`src/rtl/dlx_bus_pkg.sv`:
```
// Shared definitions for the DLX memory-bus arbiter.
// Contents:
//   arb_state_t    arbiter FSM state encodings (IDLE..ERR)
//   REQ_RD/REQ_WR  requester indices (read/fetch machine, write machine)
//   BUS_TIMEOUT    default number of BUSY cycles allowed without an ack
//   pick_winner    round-robin choice between the two requesters
package dlx_bus_pkg;

  typedef enum logic [2:0] {
    ARB_IDLE  = 3'd0,
    ARB_GRANT = 3'd1,
    ARB_BUSY  = 3'd2,
    ARB_DONE  = 3'd3,
    ARB_ERR   = 3'd4
  } arb_state_t;

  localparam logic REQ_RD = 1'b0;
  localparam logic REQ_WR = 1'b1;

  localparam int BUS_TIMEOUT = 16;

  // On a tie the requester that did not own the bus last time wins.
  // Only meaningful when at least one request is active.
  function automatic logic pick_winner(input logic req_rd, input logic req_wr,
                                       input logic last_owner);
    if (req_rd && req_wr) begin
      return ~last_owner;
    end else if (req_wr) begin
      return REQ_WR;
    end else begin
      return REQ_RD;
    end
  endfunction

endpackage

```
`src/rtl/mem_bus_arbiter_if.sv`:
```
// Signal bundle between the two bus machines, the memory bus and the arbiter.
// Modports:
//   master  arbiter side: takes requests/strobes and the memory ack, drives
//           grants, routed acks, memory strobes, bus_err, owner, arb_state
//   slave   environment side: drives requests/strobes and the memory ack
// Signals (all active-low where suffixed _n):
//   req0/as0_n/wr0_n/gnt0/ack0_n   requester 0 (read/fetch machine)
//   req1/as1_n/wr1_n/gnt1/ack1_n   requester 1 (write machine)
//   as_n/wr_n/ack_n                shared memory bus
//   bus_err, owner, arb_state      status
interface mem_bus_arbiter_if;

  logic       req0;
  logic       as0_n;
  logic       wr0_n;
  logic       gnt0;
  logic       ack0_n;
  logic       req1;
  logic       as1_n;
  logic       wr1_n;
  logic       gnt1;
  logic       ack1_n;
  logic       as_n;
  logic       wr_n;
  logic       ack_n;
  logic       bus_err;
  logic       owner;
  logic [2:0] arb_state;

  modport master (
    input  req0, as0_n, wr0_n, req1, as1_n, wr1_n, ack_n,
    output gnt0, ack0_n, gnt1, ack1_n, as_n, wr_n, bus_err, owner, arb_state
  );

  modport slave (
    output req0, as0_n, wr0_n, req1, as1_n, wr1_n, ack_n,
    input  gnt0, ack0_n, gnt1, ack1_n, as_n, wr_n, bus_err, owner, arb_state
  );

endinterface

```
`src/rtl/bus_watchdog.sv`:
```
// Loadable watchdog timer for the arbiter's BUSY phase.
// Ports:
//   clk        system clock, rising edge
//   rst        asynchronous active-high reset (count -> 0)
//   clr_i      load the count with zero (has priority over en_i)
//   en_i       advance the count by one
//   expired_o  count has reached TIMEOUT-1, i.e. the last allowed wait cycle
module bus_watchdog #(
  parameter int TIMEOUT = 16
) (
  input  logic clk,
  input  logic rst,
  input  logic clr_i,
  input  logic en_i,
  output logic expired_o
);

  localparam int TW = (TIMEOUT > 2) ? $clog2(TIMEOUT) : 1;

  logic [TW-1:0] count_q;
  logic [TW-1:0] count_d;

  always_comb begin
    count_d = count_q;
    if (clr_i) begin
      count_d = '0;
    end else if (en_i) begin
      count_d = count_q + TW'(1);
    end
  end

  always_ff @(posedge clk or posedge rst) begin
    if (rst) begin
      count_q <= '0;
    end else begin
      count_q <= count_d;
    end
  end

  assign expired_o = (count_q == TW'(TIMEOUT - 1));

endmodule

```
`src/rtl/mem_bus_arbiter.sv`:
```
// Round-robin arbiter sharing one asynchronous memory bus (as_n/wr_n/ack_n)
// between the read/fetch machine (requester 0) and the write machine
// (requester 1). A grant covers a whole transaction; a watchdog aborts a
// transaction that never sees an ack.
// Ports:
//   clk    system clock, rising edge
//   reset  asynchronous active-high reset
//   bus    mem_bus_arbiter_if.master: requests, strobes, grants, routed acks,
//          memory bus strobes/ack, bus_err pulse, owner, arb_state
module mem_bus_arbiter
  import dlx_bus_pkg::*;
#(
  parameter int TIMEOUT = BUS_TIMEOUT
) (
  input  logic               clk,
  input  logic               reset,
  mem_bus_arbiter_if.master  bus
);

  arb_state_t state_q;
  arb_state_t state_d;
  logic       owner_q;
  logic       owner_d;
  logic [1:0] gnt_q;
  logic [1:0] gnt_d;
  logic       bus_err_q;
  logic       bus_err_d;

  logic       timer_clr;
  logic       timer_en;
  logic       timer_expired;

  logic       own_req;
  logic       own_as_n;
  logic       own_wr_n;
  logic       drive_bus;
  logic       ack_phase;
  logic [1:0] ack_route_n;

  // Only the owner's signals ever reach the FSM or the bus.
  assign own_req  = (owner_q == REQ_WR) ? bus.req1  : bus.req0;
  assign own_as_n = (owner_q == REQ_WR) ? bus.as1_n : bus.as0_n;
  assign own_wr_n = (owner_q == REQ_WR) ? bus.wr1_n : bus.wr0_n;

  bus_watchdog #(
    .TIMEOUT (TIMEOUT)
  ) u_watchdog (
    .clk       (clk),
    .rst       (reset),
    .clr_i     (timer_clr),
    .en_i      (timer_en),
    .expired_o (timer_expired)
  );

  always_comb begin
    state_d   = state_q;
    owner_d   = owner_q;
    bus_err_d = 1'b0;
    timer_clr = 1'b0;
    timer_en  = 1'b0;
    case (state_q)
      ARB_IDLE: begin
        if (bus.req0 || bus.req1) begin
          state_d = ARB_GRANT;
          owner_d = pick_winner(bus.req0, bus.req1, owner_q);
        end
      end
      ARB_GRANT: begin
        if (!own_as_n) begin
          state_d   = ARB_BUSY;
          timer_clr = 1'b1;
        end else if (!own_req) begin
          state_d = ARB_IDLE;
        end
      end
      ARB_BUSY: begin
        // An ack in the last allowed cycle still completes normally.
        if (!bus.ack_n) begin
          state_d = ARB_DONE;
        end else if (timer_expired) begin
          state_d   = ARB_ERR;
          bus_err_d = 1'b1;
        end else begin
          timer_en = 1'b1;
        end
      end
      ARB_DONE: begin
        if (own_as_n) begin
          state_d = ARB_IDLE;
        end
      end
      ARB_ERR: begin
        // Grant is held until the aborted machine gives up its request.
        if (!own_req) begin
          state_d = ARB_IDLE;
        end
      end
      default: begin
        state_d = ARB_IDLE;
      end
    endcase
  end

  // Grants are registered from the next state so they switch together with
  // the FSM and can never overlap.
  for (genvar gi = 0; gi < 2; gi++) begin : g_gnt
    assign gnt_d[gi] = (state_d != ARB_IDLE) && (owner_d == 1'(gi));
  end

  always_ff @(posedge clk or posedge reset) begin
    if (reset) begin
      state_q   <= ARB_IDLE;
      owner_q   <= REQ_WR;
      gnt_q     <= 2'b00;
      bus_err_q <= 1'b0;
    end else begin
      state_q   <= state_d;
      owner_q   <= owner_d;
      gnt_q     <= gnt_d;
      bus_err_q <= bus_err_d;
    end
  end

  assign drive_bus = (state_q == ARB_GRANT) || (state_q == ARB_BUSY) ||
                     (state_q == ARB_DONE);
  assign ack_phase = (state_q == ARB_BUSY) || (state_q == ARB_DONE);

  // A stray ack outside BUSY/DONE, or toward the non-owner, is swallowed.
  for (genvar gi = 0; gi < 2; gi++) begin : g_ack
    assign ack_route_n[gi] = !(ack_phase && (owner_q == 1'(gi)) && !bus.ack_n);
  end

  assign bus.as_n      = drive_bus ? own_as_n : 1'b1;
  assign bus.wr_n      = drive_bus ? own_wr_n : 1'b1;
  assign bus.ack0_n    = ack_route_n[0];
  assign bus.ack1_n    = ack_route_n[1];
  assign bus.gnt0      = gnt_q[0];
  assign bus.gnt1      = gnt_q[1];
  assign bus.bus_err   = bus_err_q;
  assign bus.owner     = owner_q;
  assign bus.arb_state = state_q;

endmodule

```
`src/flat_wrapper.sv`:
```
// flat-port wrapper written by rule: the top's interface ports become plain ports
module mem_bus_arbiter_flat import dlx_bus_pkg::*;
#(
  parameter int TIMEOUT = BUS_TIMEOUT
)
  (clk, reset, bus_req0, bus_as0_n, bus_wr0_n, bus_req1, bus_as1_n, bus_wr1_n, bus_ack_n, bus_gnt0, bus_ack0_n, bus_gnt1, bus_ack1_n, bus_as_n, bus_wr_n, bus_bus_err, bus_owner, bus_arb_state);
  mem_bus_arbiter_if bus_i ();
  input  logic clk;
  input  logic reset;
  input wire logic [$bits(bus_i.req0)-1:0] bus_req0;
  input wire logic [$bits(bus_i.as0_n)-1:0] bus_as0_n;
  input wire logic [$bits(bus_i.wr0_n)-1:0] bus_wr0_n;
  input wire logic [$bits(bus_i.req1)-1:0] bus_req1;
  input wire logic [$bits(bus_i.as1_n)-1:0] bus_as1_n;
  input wire logic [$bits(bus_i.wr1_n)-1:0] bus_wr1_n;
  input wire logic [$bits(bus_i.ack_n)-1:0] bus_ack_n;
  output wire logic [$bits(bus_i.gnt0)-1:0] bus_gnt0;
  output wire logic [$bits(bus_i.ack0_n)-1:0] bus_ack0_n;
  output wire logic [$bits(bus_i.gnt1)-1:0] bus_gnt1;
  output wire logic [$bits(bus_i.ack1_n)-1:0] bus_ack1_n;
  output wire logic [$bits(bus_i.as_n)-1:0] bus_as_n;
  output wire logic [$bits(bus_i.wr_n)-1:0] bus_wr_n;
  output wire logic [$bits(bus_i.bus_err)-1:0] bus_bus_err;
  output wire logic [$bits(bus_i.owner)-1:0] bus_owner;
  output wire logic [$bits(bus_i.arb_state)-1:0] bus_arb_state;
  assign bus_i.req0 = bus_req0;
  assign bus_i.as0_n = bus_as0_n;
  assign bus_i.wr0_n = bus_wr0_n;
  assign bus_i.req1 = bus_req1;
  assign bus_i.as1_n = bus_as1_n;
  assign bus_i.wr1_n = bus_wr1_n;
  assign bus_i.ack_n = bus_ack_n;
  assign bus_gnt0 = bus_i.gnt0;
  assign bus_ack0_n = bus_i.ack0_n;
  assign bus_gnt1 = bus_i.gnt1;
  assign bus_ack1_n = bus_i.ack1_n;
  assign bus_as_n = bus_i.as_n;
  assign bus_wr_n = bus_i.wr_n;
  assign bus_bus_err = bus_i.bus_err;
  assign bus_owner = bus_i.owner;
  assign bus_arb_state = bus_i.arb_state;
  mem_bus_arbiter #(.TIMEOUT(TIMEOUT)) u_core (.clk(clk), .reset(reset), .bus(bus_i));
endmodule
```
`config.mk`:
```
export PLATFORM = sky130hd
export DESIGN_NAME = mem_bus_arbiter_flat
export DESIGN_NICKNAME = d
export VERILOG_FILES = /design/src/rtl/dlx_bus_pkg.sv /design/src/rtl/mem_bus_arbiter_if.sv /design/src/rtl/bus_watchdog.sv /design/src/rtl/mem_bus_arbiter.sv /design/src/flat_wrapper.sv
export SDC_FILE = /design/constraint.sdc
export NUM_CORES = 1
export LEC_CHECK = 0
export BUFFER_PORTS_ARGS = -buffer_cell sky130_fd_sc_hd__buf_2
export CORE_MARGIN = 5
export CORE_UTILIZATION = 40
export DETAILED_ROUTE_END_ITERATION = 7
export PLACE_DENSITY_LB_ADDON = 0.08
export SETUP_SLACK_MARGIN = 0.15
export SLEW_MARGIN = 20
export SYNTH_ARGS = -nofsm -noshare
export SYNTH_HDL_FRONTEND = slang
export SYNTH_SLANG_ARGS = --single-unit
```
`constraint.sdc`:
```
create_clock -name clk -period 3 [get_ports clk]
set_input_delay 0.15 -clock clk [delete_from_list [all_inputs] [get_ports clk]]
set_output_delay 0.15 -clock clk [all_outputs]
set_load 0.005 [all_outputs]
```
# Word-level counts from Yosys, hierarchy flattened
# Cells that the tools add are included.
# classes
n_addsub	1
n_eq_ne	5
mux	26
bitwise	2
reduce_logical	17
# ops
cell	count
two-way mux 3 bit	6
two-way mux 1 bit	17
case mux 3 bit (5 select lines)	1
two-way mux 4 bit	2
logical AND 1 bit	7
== test 3 x 2 -> 1 bit (second input constant)	2
adder 4 x 1 -> 4 bit (second input constant)	1
== test 4 bit (second input constant)	1
logical OR 1 bit	4
== test 3 x 1 -> 1 bit (second input constant)	1
== test 3 bit (second input constant)	1
zero test 1 bit	3
zero test 3 bit	1
nonzero test 3 bit	1
inverter 1 bit	2
nonzero test 2 bit	1
# word_totals
regBits	11
inputBits	9
wordCells	56

# Logic depth before layout (Yosys ltp)
# depth
depth_word	6
mapped_depth	5
ltp_nobuf	5

# Hierarchy
# A second synthesis with hierarchy kept.
# unflattened
cells_unflattened	69
area_unflattened_um2	695.7
# by_module_without_submodules
mod	instances	cells_per_inst	area_each_um2	seq_area_each_um2
mem_bus_arbiter	1	51	493.0	176.4
bus_watchdog	1	18	202.7	100.1

# Worst setup path after synthesis
# Ideal clock, no wire load.
# synth_timing
path_type	register -> register
startpoint	register u_core.owner_q, in the netlist u_core.bus.owner
endpoint	register u_core.gnt_q[0]
setup_time_ps	132
arrival_time_ps	1342
t_required_ps	2868
slack_ps	1526
stages_incl_launch_ff	6
path_buffers	1
synth_period_minus_slack_ps	1474
cell_sequence	dfstp_2 > buf_4 > mux2_2 > a21boi_0 > o21a_1 > a21oi_1
# synth_via
elab_chain_len	6
elab_cells_between_ends	13
classes_between	mux (9); bitwise (2); reduce/logical (2)
# synth_lines
item	line	rtl
start, declared	mem_bus_arbiter.sv:22	logic owner_q;
start signal, assigned	mem_bus_arbiter.sv:118	owner_q <= owner_d;
two-way mux 1 bit / inverter 1 bit (equally long branches)	mem_bus_arbiter.sv:41, dlx_bus_pkg.sv:27	
two-way mux 3 bit / two-way mux 1 bit (equally long branches)	mem_bus_arbiter.sv:72, mem_bus_arbiter.sv:94, dlx_bus_pkg.sv:26	
two-way mux 3 bit / two-way mux 1 bit (equally long branches)	mem_bus_arbiter.sv:69, mem_bus_arbiter.sv:63	
case mux 3 bit (5 select lines) / two-way mux 1 bit (equally long branches)	mem_bus_arbiter.sv:61	case (state_q)
nonzero test 3 bit / inverter 1 bit (equally long branches)	mem_bus_arbiter.sv:107	assign gnt_d[gi] = (state_d != ARB_IDLE) && (owner_d == 1'(gi));
logical AND 1 bit (*)	mem_bus_arbiter.sv:107	
via u_core.gnt_d[0]	mem_bus_arbiter.sv:25	logic [1:0] gnt_d;
end signal, assigned	mem_bus_arbiter.sv:119	gnt_q <= gnt_d;
end, declared	mem_bus_arbiter.sv:24	logic [1:0] gnt_q;
# The timed path passes the listed nets; every way through them passes the cells marked *.
# A chain may end at the register's enable or synchronous reset.

# Worst setup path in the final report
# layout_timing
startpoint	register u_core.state_q[1], in the netlist u_core.bus.arb_state[1]
endpoint	register u_core.gnt_q[0]
# layout_via
elab_chain_len	5
elab_cells_between_ends	16
classes_between	eq/ne (4); mux (8); bitwise (1); reduce/logical (3)
# layout_lines
item	line	rtl
start, declared	mem_bus_arbiter.sv:20	arb_state_t state_q;
start signal, assigned	mem_bus_arbiter.sv:117	state_q <= state_d;
two-way mux 3 bit, on equally long branches	mem_bus_arbiter.sv:80, mem_bus_arbiter.sv:72, mem_bus_arbiter.sv:94	
two-way mux 3 bit, on equally long branches	mem_bus_arbiter.sv:78, mem_bus_arbiter.sv:69	
case mux 3 bit (5 select lines)	mem_bus_arbiter.sv:61	
nonzero test 3 bit	mem_bus_arbiter.sv:107	
logical AND 1 bit (*)	mem_bus_arbiter.sv:107	
via u_core.gnt_d[0]	mem_bus_arbiter.sv:25	
# Marks and branches as above.

==> summary.txt <==
First-pass GRT wire length: 2.42 mm
Mux contribution to synthesized area: 4.43%
CTS Root Cell: clkbuf_4
Library cells used by synthesis: 37
Final Slew Violations: 0
Worst-Skew Late Latency: 0.26 ns
Tightest Pin Transition: 0.435 ns
Post-CTS setup buffers: 0
Clock transition at the registers of the reported paths: 0.08 ns
Outcome: complete, no violations
CTS Buf Count: 3
Initial antenna violation count: 0
Grt ovf: 0
Sequential-to-total area share from yosys stat: 39.2%
Hold Path Origin: bus_req0
Setup violations, final: 0
Number of diodes: 0
Met2 usage: 15.9%
DRT antenna net count: 0
Final HPWL DP: 1.09 mm
I/O Buffers: 19
Net count, final: 101
Layout area overhead: 19.0%
Synth Warn #: 0
Mapped Area: 706 um^2
Most Crowded Layer GR: met1
Clock sink count: 11
Final Cell Area: 840 um^2
Fin cells: 115
Global placement routability congestion: 0.793
Critical Path AT: 1.77 ns
Die height: 52 um
Place WS: 1.40 ns
Vias in the first global route: 538
Crit Reg-Reg Startpoint: u_core.bus.arb_state[1]
Crit-path max FO: 14
Net Count, Synth: 79
# H-tree levels: 1
CP startpoint kind: flop
Largest net degree at the start of global routing: 15
Hold Slack: 0.135 ns
GR Util All Layers: 11.8%
Die width: 52 um
Placement Cell Area: 802 um^2
Crit path max-delay cell type: dfrtp_1
Synthesized flop and latch total: 11
Reg2Reg Setup Slack: 1.37 ns
Routed Wire Length: 1.38 mm
CP cell instances: and3b_1, a211o_1, a31oi_1, a21oi_1
Mapped Cells: 69
Max_slew headroom: 71.0%
Worst r2r dst: u_core.gnt_q[0]
Core Area: 1710 um^2
CTS tree: yes
Adder-Cell Fraction of Synth Area: 1.77%
DR WL/cell: 12.0 um
Largest stage delay on the critical path: 0.61 ns
Via count of the routed design: 563
Peak VDD IR: 0.357 mV
Met1 Use GR: 18.2%
Final worst slack: 1.37 ns
WS Path Type: reg2reg
Number of cell rows: 15
Initial detailed-routing violation count: 5
Final min period: 1.63 ns
Crit end category: flop
RSZ-0062 raised after global routing: false
Pre-antenna DRT Iters: 4
Crit path from: u_core.bus.arb_state[1]
Setup TNS: 0 ns
Share of cells above drive strength 1: 40.0%
R2r worst-path depth: 4
Xor/xnor share of the synthesized area: 1.24%
Power density cells: 822 nW/um^2
CTS Buffer Depth: 2
# DRC: 0
Final hold vios: 0
Syn Area/Cell: 10.2 um^2
M3 GR Usage: 4.30%
Largest family of logic cells by synthesized area: simple AND/OR/NAND/NOR gates
Period utilization: 54.3%
DIE AREA: 2700 um^2
Required @ worst endpoint: 3.14 ns
Ports: 20
Synth Area in Compound Gates: 15.1%
Post-synthesis simple-gate area fraction: 31.9%
Hold WC Path Type: in2reg
Placed Cells: 110
Clock skew: 0.00416 ns
Vias/cell: 4.90
Setup crit end: u_core.gnt_q[0]
Max Freq: 614 MHz
MaxCap Viol Count: 0
Initial core utilization: 41.3%
Leakage Power: 0.401 nW
## final cells by class
type	instances	area, um^2
fill	168	868
timing repair buffer	20	105
sequential	11	277
clock buffer	3	22.5
tap	25	31.3
inverter	4	15.0
multi-input combinational	51	384
clock inverter	1	5.00
## how the worst min path moves through the flow
stage                              end  slack, ns  cells after the start
6_report              u_core.bus.owner       0.14                      2
5_1_grt               u_core.bus.owner       0.13                      2
4_1_cts               u_core.bus.owner       0.12                      2
3_5_place_dp           u_core.gnt_q[0]       0.17                      2
3_3_place_gp           u_core.gnt_q[1]       0.17                      2
2_1_floorplan  u_core.bus.arb_state[0]      0.002                      1
## registers in the layout (all words and copies together), names as in the netlist
register,cells
u_core.bus.arb_state,3
u_core.bus.bus_err,1
u_core.bus.owner,1
u_core.gnt_q,2
u_core.u_watchdog.count_q,4
## placed cells by master, fill, tap and decap left out, drive strengths merged, types with 2 or more instances in the layout
| cell | n |
|---|---|
| inv | 4 |
| nand3 | 3 |
| buf | 19 |
| nor2b | 2 |
| a21boi | 2 |
| dfrtp | 10 |
| nand4 | 2 |
| mux2i | 2 |
| clkbuf | 3 |
| nand2 | 7 |
| a31oi | 2 |
| nor3 | 4 |
| a21oi | 5 |
| nand3b | 2 |
| nor2 | 5 |
## power by group
group | switching, mW | internal [mW] | total (mW)
logic | 0.145 | 0.154 | 0.299
clock network | 0.0511 | 0.0492 | 0.100
registers | 0.0896 | 0.201 | 0.291
total | 0.286 | 0.404 | 0.690
## stage by stage
stage	utilization, %	power [mW]
floorplan	-	0.508
global placement	47.0	0.594
detailed placement	47.0	0.590
CTS	49.2	0.694
global route	49.2	0.747
finish	49.2	0.690
## repair_timing
action                                  CTS  global route
hold buffers                              1             0
gates resized for setup                   0             0
hold endpoints to repair                 10             0
endpoints found under the setup margin    0             0
## critical path: cells and delay by family (launching register included)
kind / cells / cell delay (ns)
AO/OA/AOI/OAI: 3 / 0.67
flip-flops: 1 / 0.61
AND/OR/NAND/NOR: 1 / 0.23
## layer usage
metal / vias up / wire, um
li1: 290 / -
met1: 259 / 749
met2: 12 / 564
met3: 2 / 57
met4: 0 / 11
met5: - / 0
## synth_stat cells
cell type / n / area share, %
or3_1: 1 / 0.89
nor2b_4: 1 / 1.9
buf_4: 1 / 1.1
ha_1: 1 / 1.8
nor3_4: 1 / 2.3
nand3b_1: 2 / 2.1
a21boi_0: 1 / 1.1
a31oi_2: 1 / 1.8
and4bb_2: 1 / 1.8
and4_4: 1 / 1.6
nor3_2: 2 / 2.8
a31o_2: 1 / 1.2
a211oi_2: 1 / 1.8
nand2b_1: 1 / 0.89
mux2i_1: 2 / 2.8
a2111oi_1: 1 / 1.4
nand3_1: 3 / 2.1
nor3_1: 1 / 0.71
xor2_1: 1 / 1.2
a31oi_1: 1 / 0.89
nand4_4: 1 / 3.0
a21oi_1: 5 / 3.5
o21a_1: 1 / 1.1
a21boi_1: 1 / 1.1
mux2_2: 1 / 1.6
nor2b_1: 1 / 0.89
buf_6: 2 / 3.2
dfrtp_1: 10 / 35
inv_1: 4 / 2.1
a211o_1: 1 / 1.2
nand4_1: 1 / 0.89
or2b_1: 1 / 1.1
nor2_1: 5 / 2.7
nand2_1: 7 / 3.7
and3b_1: 1 / 1.2
and2b_2: 1 / 1.2
dfstp_2: 1 / 3.7
## cell families (layout without fill, tap and decap cells)
group / count (synthesis) / count (layout)
flops: 11 / 11
simple gates: 32 / 32
mux: 3 / 3
compound gates: 14 / 14
fa+ha+maj: 1 / 1
buf+inv: 7 / 28
xor+xnor: 1 / 1
(Power assumes the default switching activity.)
